`src/rtl/dqsw_training_pkg.sv`:
```
// rtl/dqsw_training_pkg.sv - shared state and sample-classification types for DQS-window training
package dqsw_training_pkg;

    // Width of the settle countdown; covers the full 1..255 settle range.
    localparam int CNT_W = 8;

    typedef enum logic [2:0] {
        ST_IDLE   = 3'd0,
        ST_LOAD   = 3'd1,
        ST_CLEAR  = 3'd2,
        ST_SETTLE = 3'd3,
        ST_SAMPLE = 3'd4,
        ST_STEP   = 3'd5,
        ST_PASS   = 3'd6,
        ST_FAIL   = 3'd7
    } dqsw_state_e;

    typedef enum logic [1:0] {
        SMP_AMBIG = 2'd0,
        SMP_EARLY = 2'd1,
        SMP_LATE  = 2'd2
    } dqsw_sample_e;

    // A flag pair is only meaningful when exactly one flag is set.
    function automatic dqsw_sample_e classify_sample(input logic early, input logic late);
        dqsw_sample_e s;
        case ({early, late})
            2'b10:   s = SMP_EARLY;
            2'b01:   s = SMP_LATE;
            default: s = SMP_AMBIG;
        endcase
        return s;
    endfunction

endpackage

```
`src/rtl/dqsw_settle_timer.sv`:
```
// rtl/dqsw_settle_timer.sv - loadable countdown that flags the last settle cycle
module dqsw_settle_timer
    import dqsw_training_pkg::*;
#(
    parameter int W = CNT_W
) (
    input  logic         clk_i,
    input  logic         rst_i,
    input  logic         load_i,
    input  logic         count_i,
    input  logic [W-1:0] value_i,
    output logic         expire_o
);

    logic [W-1:0] cnt_q;

    // Load the settle length, then count down once per settle cycle.
    always_ff @(posedge clk_i or posedge rst_i) begin
        if (rst_i) begin
            cnt_q <= '0;
        end else if (load_i) begin
            cnt_q <= value_i;
        end else if (count_i && (cnt_q != '0)) begin
            cnt_q <= cnt_q - W'(1);
        end
    end

    // Expires during the final counting cycle so the caller leaves on time.
    assign expire_o = count_i && (cnt_q == W'(1));

endmodule

```
`src/rtl/dqsw_training_ctrl.sv`:
```
// rtl/dqsw_training_ctrl.sv - sweeps the IOD delay line to find the late-to-early DQS edge
module dqsw_training_ctrl
    import dqsw_training_pkg::*;
#(
    parameter int MAX_TAPS      = 128,
    parameter int SETTLE_CYCLES = 8,
    parameter int TAP_W         = 8
) (
    input  logic             FAB_CLK,
    input  logic             RESET,
    input  logic             START,
    output logic             BUSY,
    output logic             DONE,
    output logic             ERROR,
    output logic [TAP_W-1:0] TAP_RESULT,
    output logic             DELAY_LINE_LOAD,
    output logic             DELAY_LINE_MOVE,
    output logic             DELAY_LINE_DIRECTION,
    output logic             EYE_MONITOR_CLEAR_FLAGS,
    input  logic             EYE_MONITOR_EARLY,
    input  logic             EYE_MONITOR_LATE,
    input  logic             DELAY_LINE_OUT_OF_RANGE
);

    localparam logic [TAP_W-1:0] LAST_TAP   = TAP_W'(MAX_TAPS - 1);
    localparam logic [CNT_W-1:0] SETTLE_VAL = CNT_W'(SETTLE_CYCLES);

    dqsw_state_e      state_q;
    logic [TAP_W-1:0] tap_q;
    logic [TAP_W-1:0] tap_d;
    logic [TAP_W-1:0] result_q;
    logic             seen_late_q;
    logic             busy_q;
    logic             done_q;
    logic             error_q;
    logic             load_q;
    logic             move_q;
    logic             dir_q;
    logic             clr_q;
    logic             accept_d;
    logic             abort_d;
    logic             settle_done_d;
    dqsw_sample_e     sample_d;

    assign tap_d    = tap_q + TAP_W'(1);
    assign sample_d = classify_sample(EYE_MONITOR_EARLY, EYE_MONITOR_LATE);

    // A new sweep may only begin from a resting state; in FAIL that is after the restore pulse.
    assign accept_d = START && !busy_q &&
                      ((state_q == ST_IDLE) || (state_q == ST_PASS) || (state_q == ST_FAIL));

    // Out-of-range aborts any active sweep step; the FAIL restore cycle itself is exempt.
    assign abort_d  = DELAY_LINE_OUT_OF_RANGE && busy_q && (state_q != ST_FAIL);

    dqsw_settle_timer #(
        .W (CNT_W)
    ) u_settle_timer (
        .clk_i    (FAB_CLK),
        .rst_i    (RESET),
        .load_i   (state_q == ST_CLEAR),
        .count_i  (state_q == ST_SETTLE),
        .value_i  (SETTLE_VAL),
        .expire_o (settle_done_d)
    );

    // Sweep sequencer with every output held in a register.
    always_ff @(posedge FAB_CLK or posedge RESET) begin
        if (RESET) begin
            state_q     <= ST_IDLE;
            tap_q       <= '0;
            result_q    <= '0;
            seen_late_q <= 1'b0;
            busy_q      <= 1'b0;
            done_q      <= 1'b0;
            error_q     <= 1'b0;
            load_q      <= 1'b0;
            move_q      <= 1'b0;
            dir_q       <= 1'b0;
            clr_q       <= 1'b0;
        end else begin
            load_q <= 1'b0;
            move_q <= 1'b0;
            dir_q  <= 1'b0;
            clr_q  <= 1'b0;
            if (abort_d) begin
                state_q <= ST_FAIL;
                load_q  <= 1'b1;
            end else if (accept_d) begin
                state_q     <= ST_LOAD;
                tap_q       <= '0;
                result_q    <= '0;
                seen_late_q <= 1'b0;
                busy_q      <= 1'b1;
                done_q      <= 1'b0;
                error_q     <= 1'b0;
                load_q      <= 1'b1;
            end else begin
                case (state_q)
                    ST_LOAD: begin
                        state_q <= ST_CLEAR;
                        clr_q   <= 1'b1;
                    end
                    ST_CLEAR: begin
                        state_q <= ST_SETTLE;
                    end
                    ST_SETTLE: begin
                        if (settle_done_d) begin
                            state_q <= ST_SAMPLE;
                        end
                    end
                    ST_SAMPLE: begin
                        if ((sample_d == SMP_EARLY) && seen_late_q) begin
                            state_q  <= ST_PASS;
                            result_q <= tap_q;
                            done_q   <= 1'b1;
                            busy_q   <= 1'b0;
                        end else begin
                            if (sample_d == SMP_LATE) begin
                                seen_late_q <= 1'b1;
                            end
                            if (tap_q == LAST_TAP) begin
                                state_q <= ST_FAIL;
                                load_q  <= 1'b1;
                            end else begin
                                state_q <= ST_STEP;
                                move_q  <= 1'b1;
                                dir_q   <= 1'b1;
                            end
                        end
                    end
                    ST_STEP: begin
                        tap_q   <= tap_d;
                        state_q <= ST_CLEAR;
                        clr_q   <= 1'b1;
                    end
                    ST_FAIL: begin
                        if (busy_q) begin
                            busy_q   <= 1'b0;
                            error_q  <= 1'b1;
                            result_q <= '0;
                        end
                    end
                    default: begin
                        state_q <= state_q;
                    end
                endcase
            end
        end
    end

    assign BUSY                    = busy_q;
    assign DONE                    = done_q;
    assign ERROR                   = error_q;
    assign TAP_RESULT              = result_q;
    assign DELAY_LINE_LOAD         = load_q;
    assign DELAY_LINE_MOVE         = move_q;
    assign DELAY_LINE_DIRECTION    = dir_q;
    assign EYE_MONITOR_CLEAR_FLAGS = clr_q;

endmodule
```
`config.mk`:
```
export PLATFORM = sky130hd
export DESIGN_NAME = dqsw_training_ctrl
export DESIGN_NICKNAME = d
export VERILOG_FILES = /design/src/rtl/dqsw_training_pkg.sv /design/src/rtl/dqsw_settle_timer.sv /design/src/rtl/dqsw_training_ctrl.sv
export SDC_FILE = /design/constraint.sdc
export NUM_CORES = 1
export LEC_CHECK = 0
export BUFFER_PORTS_ARGS = -buffer_cell sky130_fd_sc_hd__buf_2
export CORE_ASPECT_RATIO = 1.25
export CORE_MARGIN = 2
export CORE_UTILIZATION = 40
export CTS_CLUSTER_DIAMETER = 40
export DETAILED_ROUTE_END_ITERATION = 10
export PLACE_DENSITY = 0.61
export SLEW_MARGIN = 20
export SYNTH_ARGS = -nofsm -noshare
export SYNTH_HDL_FRONTEND = slang
export SYNTH_HIERARCHICAL = 1
export SYNTH_SLANG_ARGS = --single-unit
```
`constraint.sdc`:
```
create_clock -name FAB_CLK -period 2.9 [get_ports FAB_CLK]
set_clock_uncertainty 0.15 [all_clocks]
set_input_delay 0.58 -clock FAB_CLK [delete_from_list [all_inputs] [get_ports FAB_CLK]]
set_output_delay 0.58 -clock FAB_CLK [all_outputs]
set_load 0.005 [all_outputs]
```
# --- Word level (Yosys, flattened, before mapping) ---
# Cells that the tools add are included.
word_totals:
  elab_cells: 102
  in_bits: 6
  register_bits: 34
classes:
  n_addsub: 2
  n_reduce_logical: 29
  muxes: 41
  eq_ne: 18
  bitwise: 1
op_table:
  columns: ["cell", "n"]
  rows:
  - ["8-bit two-way mux", 7]
  - ["1-bit two-way mux", 25]
  - ["8-bit case mux with 2 select lines", 1]
  - ["2-bit nonzero test", 7]
  - ["3-bit equality test (second input constant)", 4]
  - ["3-bit case mux with 4 select lines", 1]
  - ["3-bit two-way mux", 3]
  - ["3-bit inequality test (second input constant)", 3]
  - ["3-bit AND reduction", 3]
  - ["8-bit by 1-bit adder with 8-bit output (second input constant)", 1]
  - ["8-bit by 1-bit equality test with 1-bit output (second input constant)", 1]
  - ["8-bit by 7-bit equality test with 1-bit output (second input constant)", 1]
  - ["4-bit AND reduction", 2]
  - ["8-bit nonzero test", 1]
  - ["8-bit by 1-bit subtractor with 8-bit output (second input constant)", 1]
  - ["1-bit logical AND", 7]
  - ["3-bit by 2-bit equality test with 1-bit output (second input constant)", 2]
  - ["6-bit nonzero test", 1]
  - ["2-bit by 1-bit equality test with 1-bit output (second input constant)", 2]
  - ["2-bit equality test (second input constant)", 2]
  - ["2-bit two-way mux", 2]
  - ["4-bit inequality test (second input constant)", 1]
  - ["2-bit case mux with 2 select lines", 1]
  - ["2-bit AND reduction", 2]
  - ["9 further kinds", 10]

# --- Logic depth before layout (Yosys ltp) ---
# Gate-level depths: netlist of run 1.
logic_depth:
  ltp_word: 8
  mapped_depth: 8
  ltp_nobuf: 7

# --- Modules after synthesis ---
# The synthesis of run 1 kept the hierarchy.
modules_own_cells:
  columns: ["mod", "seq_area_each_um2", "instances", "area_per_inst_um2", "cells_per_inst"]
  rows:
  - ["dqsw_training_ctrl", 650.6, 1, 1415.1, 150]
  - ["dqsw_settle_timer", 200.2, 1, 614.3, 72]

# --- Worst setup path after synthesis of run 1 ---
# No wires, ideal clock.
synth_path:
  path_type: "register to register"
  from: "register state_q[1]"
  to: "register state_q[2]"
  arrival_ps: 2225
  path_stages_with_launch: 9
  period_less_slack_ps: 2448
  path_buffers: 1
  path_slack_ps: 452
  cell_sequence: "dfrtp_1 > clkbuf_1 > nand2_1 > nor2_1 > nor4b_2 > and3_1 > o211ai_1 > a32o_2 > a21oi_2"
synth_via:
  elab_cells_between_ends: 21
synth_lines:
  columns: ["element", "line_no", "rtl"]
  rows:
  - ["start, declared", "dqsw_training_ctrl.sv:28", "dqsw_state_e state_q;"]
  - ["start signal, assigned", "dqsw_training_ctrl.sv:144", "state_q <= state_q;"]
  - ["3-bit by 2-bit equality test with 1-bit output", "dqsw_training_ctrl.sv:61", ".count_i (state_q == ST_SETTLE),"]
  - ["1-bit logical AND", "dqsw_settle_timer.sv:29", "assign expire_o = count_i && (cnt_q == W'(1));"]
  - ["net settle_done_d", "dqsw_training_ctrl.sv:42", "logic settle_done_d;"]
  - ["4-bit inequality test (no source line)", null, null]
  - ["2-bit AND reduction (no source line)", null, null]
# The timed path passes the listed nets, and every way through them passes these cells.
# A chain may end at the register's enable or synchronous reset.

# --- Worst setup path in the final report of run 1 ---
layout_path:
  from: "register u_settle_timer.cnt_q[0]"
  to: "register u_settle_timer.cnt_q[5]"
layout_via:
  elab_chain_len: 3
  elab_cells_between_ends: 6
layout_lines:
  columns: ["element", "line_no", "rtl"]
  rows:
  - ["start, declared", "dqsw_settle_timer.sv:15", "logic [W-1:0] cnt_q;"]
  - ["start signal, assigned", "dqsw_settle_timer.sv:22", "cnt_q <= value_i;"]
  - ["start signal, assigned", "dqsw_settle_timer.sv:24", "cnt_q <= cnt_q - W'(1);"]
  - ["8-bit by 1-bit subtractor with 8-bit output / 8-bit nonzero test (equally long branches)", "dqsw_settle_timer.sv:24, dqsw_settle_timer.sv:23", null]
  - ["8-bit two-way mux / 1-bit logical AND (equally long branches)", "dqsw_settle_timer.sv:23", "end else if (count_i && (cnt_q != '0)) begin"]
  - ["8-bit two-way mux / 2-bit nonzero test (equally long branches)", null, null]
# Parallel ways exist; a longest one is shown, timed or not. The select of a mux whose other input is x is not followed.

==> results of run 1 <==
[logic make-up (layout without fill, tap and decap cells)]
family / Yosys count / in the layout / synth area share [%]
xor+xnor: 6 / 6 / 2.589
simple gates: 91 / 91 / 24.60
other cells: 2 / 8 / 0.3701
fa+ha+maj: 5 / 5 / 2.959
mux: 8 / 8 / 3.946
compound gates: 46 / 46 / 16.96
buf+inv: 30 / 51 / 6.658
flops: 34 / 34 / 41.92
[flip-flops by register name, indices dropped and copies added, names as in the netlist]
register and flops:
EYE_MONITOR_CLEAR_FLAGS 1, seen_late_q 1, TAP_RESULT 8, ERROR 1, BUSY 1, DONE 1
DELAY_LINE_DIRECTION 1, state_q 3, tap_q 8, DELAY_LINE_LOAD 1, u_settle_timer/cnt_q 8
[how the worst min path moves through the flow]
| stage | start | endpoint | slack, ns | cells after the start |
|---|---|---|---|---|
| finish | RESET | u_settle_timer/cnt_q[3] | 0.1 | 2 |
| global route | RESET | u_settle_timer/cnt_q[3] | 0.12 | 2 |
| CTS | RESET | u_settle_timer/cnt_q[4] | 0.10 | 2 |
| detailed placement | seen_late_q | seen_late_q | 0.34 | 2 |
| global placement | seen_late_q | seen_late_q | 0.35 | 2 |
| floorplan | RESET | u_settle_timer/cnt_q[0] | 0.25 | 1 |
[cells in the final DEF, fill, tap and decap left out, types with 2 or more instances in the layout]
cell,netlist,routed
conb_1,2,8
and2_1,4,4
xor2_1,6,6
nor2_1,22,22
a21oi_2,2,2
nor2b_1,2,2
o311a_1,2,2
a41oi_1,2,2
o21ai_0,7,7
bufinv_16,0,2
inv_1,19,19
and3b_1,2,2
ha_1,4,4
o21a_1,2,2
mux2i_1,8,8
o211ai_1,7,7
a21oi_1,6,6
nor4_1,2,2
buf_4,1,3
clkbuf_8,0,5
or3_1,3,3
a31oi_1,2,2
buf_2,3,20
and3_1,2,2
nand2_1,20,20
nor4b_1,2,2
a2bb2oi_1,2,2
dfrtp_1,34,34
nor3_1,6,6
nor2_2,2,2
nand3_1,6,6
o2111ai_1,3,3
nand2b_1,5,5
[through the flow]
step | area [µm²] | power [mW] | hold slack, ns | cells
after floorplan | 2052 | 1.411 | 0.2457 | 228
after global placement | 2192 | 1.605 | 0.3504 | 303
after detailed placement | 2192 | 1.606 | 0.3437 | 303
after CTS | 2330 | 2.145 | 0.1002 | 311
after global routing | 2330 | 2.305 | 0.1155 | 311
final | 2330 | 2.125 | 0.09796 | 311
[where the power goes]
| part | switching (mW) | internal, mW | total, mW | leakage [nW] |
|---|---|---|---|---|
| Sequential | 0.210 | 0.595 | 0.805 | 0.435 |
| Combinational | 0.446 | 0.349 | 0.795 | 0.565 |
| Clock | 0.181 | 0.344 | 0.525 | 0.0683 |
| Total | 0.836 | 1.29 | 2.13 | 1.07 |
[worst reg2reg max path, cell delays in order (launching register included)]
cell and delay (ns):
dfrtp_1 0.46, inv_1 0.15, ha_1 0.22, or4b_1 0.62, o311a_1 0.34, or3_1 0.37
[cell type report]
type	count	area share [%]
Multi-Input combinational cell	164	45.76
Tap cell	62	3.330
Inverter	20	3.222
Timing Repair Buffer	23	5.263
Clock buffer	5	2.954
Clock inverter	3	2.954
Sequential cell	34	36.52
[per-layer routing]
layer,global-route usage (%),wire length [µm],vias up
li1,-,-,824
met1,21.78,1858,791
met2,28.43,2129,46
met3,4.184,203,6
met4,5.195,44,0
met5,0,0,-
==> qor.yml, run 1 <==
timing:
  fin_setup_tns_ns: 0
  min_period_over_period_pct: 83.73
  fmax_mhz: 411.8
  max_slew_margin_pct: 30.40
  hold_violations: 0
  finalSetupViolations: 0
  slew_viol_final: 0
  fin_ws_ns: 0.4718
  rsz0062_at_grt: "no"
  post-route-min-period_ns: 2.428
  worstMarginPinSlew_ns: 1.042
grt:
  antenna_found_initial: 0
  overflow: 0
  grt_pass1_wl_um: 7603
  grt.total_usage_pct: 17.24
  grt_pass1_vias: 1645
  grt_max_degree: 27
worst_setup_path:
  required_ns: 2.91
  crit_fanout: 8
  crit_path_end: "u_settle_timer/cnt_q[5]"
  arrival_ns: 2.44
  critical_path.reg2reg.startpoint: "u_settle_timer/cnt_q[0]"
  worstSetupPathType: "reg2reg"
  rr_worst_depth: 5
  path_cells: "inv_1 > ha_1 > or4b_1 > o311a_1 > or3_1"
  cp.depth: 5
  start_kind: "flip-flop"
  crit_family: "simple AND/OR/NAND/NOR gates"
  r2r_end: "u_settle_timer/cnt_q[5]"
  r2r_setup_slack_ns: 0.47
  max_stage_delay_ns: 0.62
  endpoint_kind: "flip-flop"
  path_buf_inv: 1
  critPathSlowestCell: "or4b_1"
  cp-startpoint: "u_settle_timer/cnt_q[0]"
routing:
  ant_nets: 0
  drc: 0
  via_count: 1667
  dr.pass1.iters: 5
  viasPerCell: 5.360
  initialDrtViolationCount: 140
  routedWlPerCell_um: 13.62
  finalWirelength_um: 4235
logic_synthesis:
  synth_largest_area_cell: "dfrtp_1"
  synth_cell_type_count: 59
  syn_area_mm2: 0.002029
  synth_edf_count: 0
  ys_seq_area_share_pct: 41.92
  synth_commonest_cells: "dfrtp_1, nor2_1, nand2_1"
  synth-async-reset-ratio_pct: 100.0
  synth_area_leaders: "dfrtp_1, nor2_1, mux2i_1, nand2_1, inv_1"
  synth_top_cell_area_share_pct: 41.92
  syn-instance-count: 222
  synth_warnings: 6
  synth_ff_type: "dfrtp_1"
  avgSynthCellArea_um2: 9.142
  yosysMostFrequentCell: "dfrtp_1"
  synth-seq-cells: 34
floorplan:
  start_util_pct: 40.83
  coreArea_mm2: 0.004971
  die_h_um: 83.64
  rows: 29
  die_x_um: 67.71
  pin_count: 21
  die_area_mm2: 0.005663
clocking:
  clock_sinks: 34
  postCtsSetupBuffers: 0
  clk_pin_slew_worst_paths_ns: 0.07
  cts_tree: "done"
  cts-htree-levels: 2
  cts.root.buffer_cell: "clkbuf_8"
  clk_latency_ns: 0.28
  cts_buffers: 5
  cts_resized: 0
  cts_hold_buf: 0
  clk_path_buf_depth: 2
finish:
  insertedDiodeCount: 0
  final_core_util_pct: 46.87
  final-seq-area_um2: 850.8
  nets: 258
  multiInputGateArea_mm2: 0.001066
  fill_cells: 494
  area_delta_synth_final_pct: 14.80
  drive_above_1_share_pct: 17.67
placement:
  gp_congestion: 0.8355
  dp_hpwl_um: 3049
  pre_cts_ws_ns: 0.3217
  port-buffer-count: 20
outcome:
  status: "finished clean"
power:
  peakVddDrop_uv: 494.5
  power_leakage_nw: 1.068
  power.density_mw_per_mm2: 912.3
min_path:
  min_path_type: "in2async"
flow_run:
  cap_violations: 0
No activity file was read; power rests on OpenSTA's default activity.
==> run 2: changes to the inputs <==
--- a/config.mk
+++ b/config.mk
@@ -11,7 +11,7 @@
 export CORE_UTILIZATION = 40
 export CTS_CLUSTER_DIAMETER = 40
 export DETAILED_ROUTE_END_ITERATION = 10
-export PLACE_DENSITY = 0.61
+export PLACE_DENSITY = 0.63
 export SLEW_MARGIN = 20
 export SYNTH_ARGS = -nofsm -noshare
 export SYNTH_HDL_FRONTEND = slang
==> constraint.sdc (replaced) <==
create_clock -name FAB_CLK -period 2.1 [get_ports FAB_CLK]
set_clock_uncertainty 0.15 [all_clocks]
set_input_delay 0.42 -clock FAB_CLK [delete_from_list [all_inputs] [get_ports FAB_CLK]]
set_output_delay 0.42 -clock FAB_CLK [all_outputs]
set_load 0.005 [all_outputs]
==> run 2 against run 1 <==
Compared with the run above: sequential power increased by 30%; via count increased by 1.1%; global-route usage decreased by 0.72 points; worst setup slack got worse by 0.37 ns.
==> qor.yml, run 2 (same netlist as run 1, synthesis figures left out) <==
timing:
  hold_violations: 0  # unchanged
  finalSetupViolations: 0  # unchanged
  rsz0062_at_grt: "no"
  fmax_mhz: 501.6  # +22%
  slew_viol_final: 0  # unchanged
  min_period_over_period_pct: 94.94  # +11 points
  fin_ws_ns: 0.1064  # -0.3654 ns
  post-route-min-period_ns: 1.994  # -0.4346 ns
clocking:
  clk_path_buf_depth: 2  # unchanged
  cts_tree: "done"
  clk_latency_ns: 0.28  # about the same
  cts_buffers: 5  # unchanged
  cts.root.buffer_cell: "clkbuf_8"
  cts-htree-levels: 2  # unchanged
  clk_pin_slew_worst_paths_ns: 0.07  # about the same
  clock_sinks: 34  # unchanged
  postCtsSetupBuffers: 0  # unchanged
finish:
  final-seq-area_um2: 850.8  # unchanged
  final_core_util_pct: 48.68  # +1.8 points
  final_common_cell: "dfrtp_1"
  area_delta_synth_final_pct: 19.24
  fill_cells: 477  # -3.4%
  final_cell_mix: "dfrtp_1, nor2_1, nand2_1, buf_2, inv_1"
  fin_cells: 322  # +3.5%
  nets: 269  # +4.3%
  drive_above_1_share_pct: 23.08  # +5.4 points
  insertedDiodeCount: 0  # unchanged
  multiInputGateArea_mm2: 0.001101  # +3.3%
power:
  power.density_mw_per_mm2: 1198  # +31%
  power_leakage_nw: 1.109  # +3.8%
  peakVddDrop_uv: 576.1  # +17%
  p_total_mw: 2.898  # +36%
grt:
  grt_pass1_vias: 1591  # -3.3%
  grt.total_usage_pct: 16.52  # -0.72 points
  grt_max_degree: 27  # unchanged
  antenna_found_initial: 0  # unchanged
  overflow: 0  # unchanged
  grt_pass1_wl_um: 7196  # -5.4%
placement:
  gp_congestion: 0.8389  # +0.41%
  place_inst: 313  # +3.3%
  port-buffer-count: 20  # unchanged
  pre_cts_ws_ns: 0.1126  # -0.2092 ns
  dp_hpwl_um: 3108  # +1.9%
floorplan:
  coreArea_mm2: 0.004971  # unchanged
  pin_count: 21  # unchanged
  start_util_pct: 40.83  # unchanged
  rows: 29  # unchanged
  die_h_um: 83.64  # unchanged
  die_x_um: 67.71  # unchanged
  die_area_mm2: 0.005663  # unchanged
routing:
  viasPerCell: 5.236  # -2.3%
  finalWirelength_um: 4209  # -0.61%
  initialDrtViolationCount: 112  # -20%
  dr.pass1.iters: 4  # -1
  routedWlPerCell_um: 13.07  # -4.0%
  ant_nets: 0  # unchanged
  via_count: 1686  # +1.1%
  drc: 0  # unchanged
worst_setup_path:
  crit_fanout: 4  # -4
  start_kind: "flip-flop"
  arrival_ns: 2.01  # -0.43 ns
  path_cells: "inv_2 > ha_4 > or4b_4 > o311a_1 > or3_1"
  worstSetupPathType: "reg2reg"
  critPathSlowestCell: "or4b_4"
  endpoint_kind: "flip-flop"
  required_ns: 2.11  # -0.80 ns
  max_stage_delay_ns: 0.46  # -0.16 ns
min_path:
  min_path_type: "in2reg"
outcome:
  status: "finished clean"
flow_run:
  cap_violations: 0  # unchanged
==> run 2: changes by cell type in the layout (fill, tap and decap cells not counted), sizes merged <==
cell	previous run	this run
dlygate4sd3	0	1
clkbuf	5	6
clkinvlp	0	1
bufinv	2	0
buf	23	33
==> run 2: worst max-delay path: cells and delay by family (launching register included) <==
family | cells | cell delay [ns]
buffers and inverters | 1 | 0.10
adder cells (fa/ha/maj) | 1 | 0.14
flip-flops | 1 | 0.39
AND/OR/NAND/NOR | 2 | 0.80
AO/OA/AOI/OAI | 1 | 0.29
==> run 2: path summary, 6_finish.rpt <==
kind                                            to               startpoint  slack (ns)  cells past startpoint
max in group asynchronous            TAP_RESULT[3]                    RESET        0.95                      4
max reg2reg                u_settle_timer/cnt_q[5]  u_settle_timer/cnt_q[1]        0.11                      5
min reg2reg                            seen_late_q              seen_late_q        0.35                      2
max                        u_settle_timer/cnt_q[5]  u_settle_timer/cnt_q[1]        0.11                      5
min                                     state_q[1]  DELAY_LINE_OUT_OF_RANGE        0.35                      3
min in group asynchronous  u_settle_timer/cnt_q[2]                    RESET        0.51                      3
==> run 2: area by class of cell <==
class / count / area share [%]
clock buffer: 6 / 3.413
clock inverter: 2 / 0.5171
inverter: 20 / 3.102
multi-input combinational: 164 / 45.50
sequential: 34 / 35.16
tap: 62 / 3.206
timing repair buffer: 34 / 9.100
==> run 2: repair_timing <==
| item | 4_1_cts | 5_1_grt |
|---|---|---|
| resized for setup | 0 | 1 |
| setup endpoints to repair | 0 | 2 |
| hold buffers | 1 | 0 |
| endpoints found under the hold margin | 8 | 0 |
==> run 2: report_power, final <==
part	internal (mW)	leakage, nW	switching (mW)	total (mW)
Sequential	0.824	0.435	0.231	1.05
Clock	0.263	0.0472	0.239	0.502
Combinational	0.625	0.627	0.715	1.34
Total	1.71	1.11	1.19	2.90
==> run 2: stage by stage <==
step	setup TNS [ns]	hold WS [ns]	instance area, µm²
2_1_floorplan	-0.003447	0.08566	2096
3_3_place_gp	0	0.2740	2312
4_1_cts	0	0.3471	2417
3_5_place_dp	0	0.2746	2312
6_report	0	0.3516	2420
5_1_grt	0	0.3743	2420
==> run 2: metal layers <==
| layer | vias up | wire length, µm | track usage, % |
|---|---|---|---|
| met5 | - | 0 | 0 |
| met4 | 0 | 70 | 6.122 |
| met3 | 7 | 174 | 3.779 |
| met2 | 36 | 2135 | 27.63 |
| met1 | 798 | 1829 | 20.12 |
| li1 | 845 | - | - |
==> run 3: changes to the inputs <==
--- a/config.mk
+++ b/config.mk
@@ -5,7 +5,9 @@
 export SDC_FILE = /design/constraint.sdc
 export NUM_CORES = 1
 export LEC_CHECK = 0
+export ABC_AREA = 1
 export BUFFER_PORTS_ARGS = -buffer_cell sky130_fd_sc_hd__buf_2
+export CAP_MARGIN = 20
 export CORE_ASPECT_RATIO = 1.25
 export CORE_MARGIN = 2
 export CORE_UTILIZATION = 40
==> run 3 against run 2 <==
Compared with the run above: synthesized cell count is 34% higher; largest power group unchanged; maximum frequency grew 7.7%; worst setup slack improved by 0.14 ns.
==> qor.yml, run 3 <==
outcome:
  status: "finished clean"
finish:
  final_cell_mix: "nand2_1, nand3_1, inv_1"
  nets: 339  # +26%
  fin_cells: 392  # +22%
  insertedDiodeCount: 0  # unchanged
  final_common_cell: "nand2_1"
  multiInputGateArea_mm2: 0.001101  # unchanged
  final-seq-area_um2: 850.8  # unchanged
  fill_cells: 536  # +12%
  drive_above_1_share_pct: 15.76  # -7.3 points
  area_delta_synth_final_pct: 12.69
floorplan:
  pin_count: 21  # unchanged
  rows: 29  # unchanged
  die_x_um: 69.42  # +2.5%
  die_h_um: 85.77  # +2.6%
  die_area_mm2: 0.005954  # +5.1%
  coreArea_mm2: 0.005116  # +2.9%
  start_util_pct: 41.82  # +0.99 points
logic_synthesis:
  synth_cell_type_count: 31  # -47%
  synth_edf_count: 0  # unchanged
  avgSynthCellArea_um2: 7.180  # -21%
  syn_area_mm2: 0.002140  # +5.4%
  synth_warnings: 6  # unchanged
  ys_seq_area_share_pct: 39.77  # -2.2 points
  synth-seq-cells: 34  # unchanged
  synth-async-reset-ratio_pct: 100.0  # unchanged
  synth_ff_type: "dfrtp_1"
  yosysMostFrequentCell: "nand2_1"
  synth_largest_area_cell: "dfrtp_1"
  synth_area_leaders: "dfrtp_1, nand2_1, nand3_1, inv_1, nor2_1"
  syn-instance-count: 298  # +34%
  synth_top_cell_area_share_pct: 39.77  # -2.2 points
  synth_commonest_cells: "nand2_1, nand3_1, inv_1"
routing:
  viasPerCell: 4.778  # -8.7%
  finalWirelength_um: 4327  # +2.8%
  via_count: 1873  # +11%
  drc: 0  # unchanged
  dr.pass1.iters: 4  # unchanged
  ant_nets: 0  # unchanged
  initialDrtViolationCount: 72  # -36%
  routedWlPerCell_um: 11.04  # -16%
grt:
  grt_pass1_wl_um: 7659  # +6.4%
  antenna_found_initial: 0  # unchanged
  grt.total_usage_pct: 15.95  # -0.57 points
  grt_max_degree: 27  # unchanged
  grt_pass1_vias: 1743  # +9.6%
  overflow: 0  # unchanged
timing:
  finalSetupViolations: 0  # unchanged
  fin_setup_tns_ns: 0  # unchanged
  min_period_over_period_pct: 88.14  # -6.8 points
  rsz0062_at_grt: "no"
  hold_violations: 0  # unchanged
  post-route-min-period_ns: 1.851  # -0.1428 ns
  slew_viol_final: 0  # unchanged
  fmax_mhz: 540.3  # +7.7%
placement:
  port-buffer-count: 20  # unchanged
  gp_congestion: 0.8100  # -3.4%
  dp_hpwl_um: 3222  # +3.7%
  place_inst: 383  # +22%
worst_setup_path:
  worstSetupPathType: "reg2reg"
  required_ns: 2.12  # about the same
  start_kind: "flip-flop"
  endpoint_kind: "flip-flop"
  crit_fanout: 9  # +5
  r2r_setup_slack_ns: 0.25  # +0.14 ns
  arrival_ns: 1.87  # -0.14 ns
power:
  p_total_mw: 3.432  # +18%
  power_leakage_nw: 1.367  # +23%
  power.density_mw_per_mm2: 1424  # +19%
  peakVddDrop_uv: 691.3  # +20%
clocking:
  clk_path_buf_depth: 2  # unchanged
  cts_resized: 0  # unchanged
  clk_latency_ns: 0.29  # about the same
  clk_pin_slew_worst_paths_ns: 0.08  # about the same
  clock_sinks: 34  # unchanged
  cts.root.buffer_cell: "clkbuf_8"
  cts_buffers: 5  # unchanged
  cts-htree-levels: 2  # unchanged
  cts_tree: "done"
min_path:
  min_path_type: "in2reg"
flow_run:
  cap_violations: 0  # unchanged
-- run 3: cell families (layout without fill, tap and decap cells) --
family | after synthesis | in the layout | synth area share [%]
compound gates | 18 | 18 | 5.615
other cells | 2 | 8 | 0.3510
xor+xnor | 5 | 5 | 2.047
buf+inv | 46 | 72 | 9.824
simple gates | 189 | 189 | 40.06
fa+ha+maj | 4 | 4 | 2.339
flops | 34 | 34 | 39.77
-- run 3: metal layers --
| layer | GRT usage (%) | share of wire (%) | vias up |
|---|---|---|---|
| li1 | - | - | 987 |
| met1 | 18.81 | 44 | 842 |
| met2 | 28.85 | 51 | 38 |
| met3 | 3.290 | 3.6 | 6 |
| met4 | 5.348 | 1.4 | 0 |
| met5 | 0 | 0 | - |
-- run 3: repair_timing --
item                      CTS  global route
hold endpoints to repair    8             0
hold buffers                1             0
buffers inserted            0             0
-- run 3: per-stage QoR --
stage               worst slack [ns]  utilization (%)  instance area (µm²)  hold slack [ns]
floorplan                     0.4549                -                 2162          0.08566
global placement              0.3158            45.15                 2310           0.2528
detailed placement            0.2606            45.15                 2310           0.2621
CTS                           0.2423            47.13                 2411           0.1869
global route                 0.04776            47.13                 2411           0.1959
finish                        0.2491            47.13                 2411           0.1950
-- run 3: power by group --
part           internal, mW  switching [mW]
Clock                 0.265           0.244
Sequential            0.912           0.280
Combinational         0.648            1.08
Total                  1.82            1.61
-- run 3: worst paths after layout --
kind | from | endpoint | cells past startpoint
worst max-delay path | state_q[2] | state_q[1] | 12
worst min-delay path | EYE_MONITOR_EARLY | seen_late_q | 2
worst max register to register | state_q[2] | state_q[1] | 12
worst min register to register | DONE | DONE | 2
max in group asynchronous | RESET | tap_q[4] | 4
min in group asynchronous | RESET | u_settle_timer/cnt_q[3] | 3
-- run 3: layout make-up --
cell class | count | share of cell area, %
multi-input cells | 224 | 45.67
flip-flops and latches | 34 | 35.29
repair buffers | 26 | 6.124
inverters | 38 | 5.916
clock buffers | 7 | 3.581
well taps | 62 | 3.217
clock inverters | 1 | 0.2076
-- run 3: worst max-delay path: stages (launching register included) --
cell and delay, ns:
dfrtp_1 0.51, inv_2 0.12, nand2_1 0.10, nor2_4 0.19
nand3_1 0.10, nor4_1 0.18, inv_1 0.06, nand2_1 0.06
nand2_1 0.06, inv_1 0.05, nor2_1 0.05, nand2_1 0.06
nand2_1 0.04
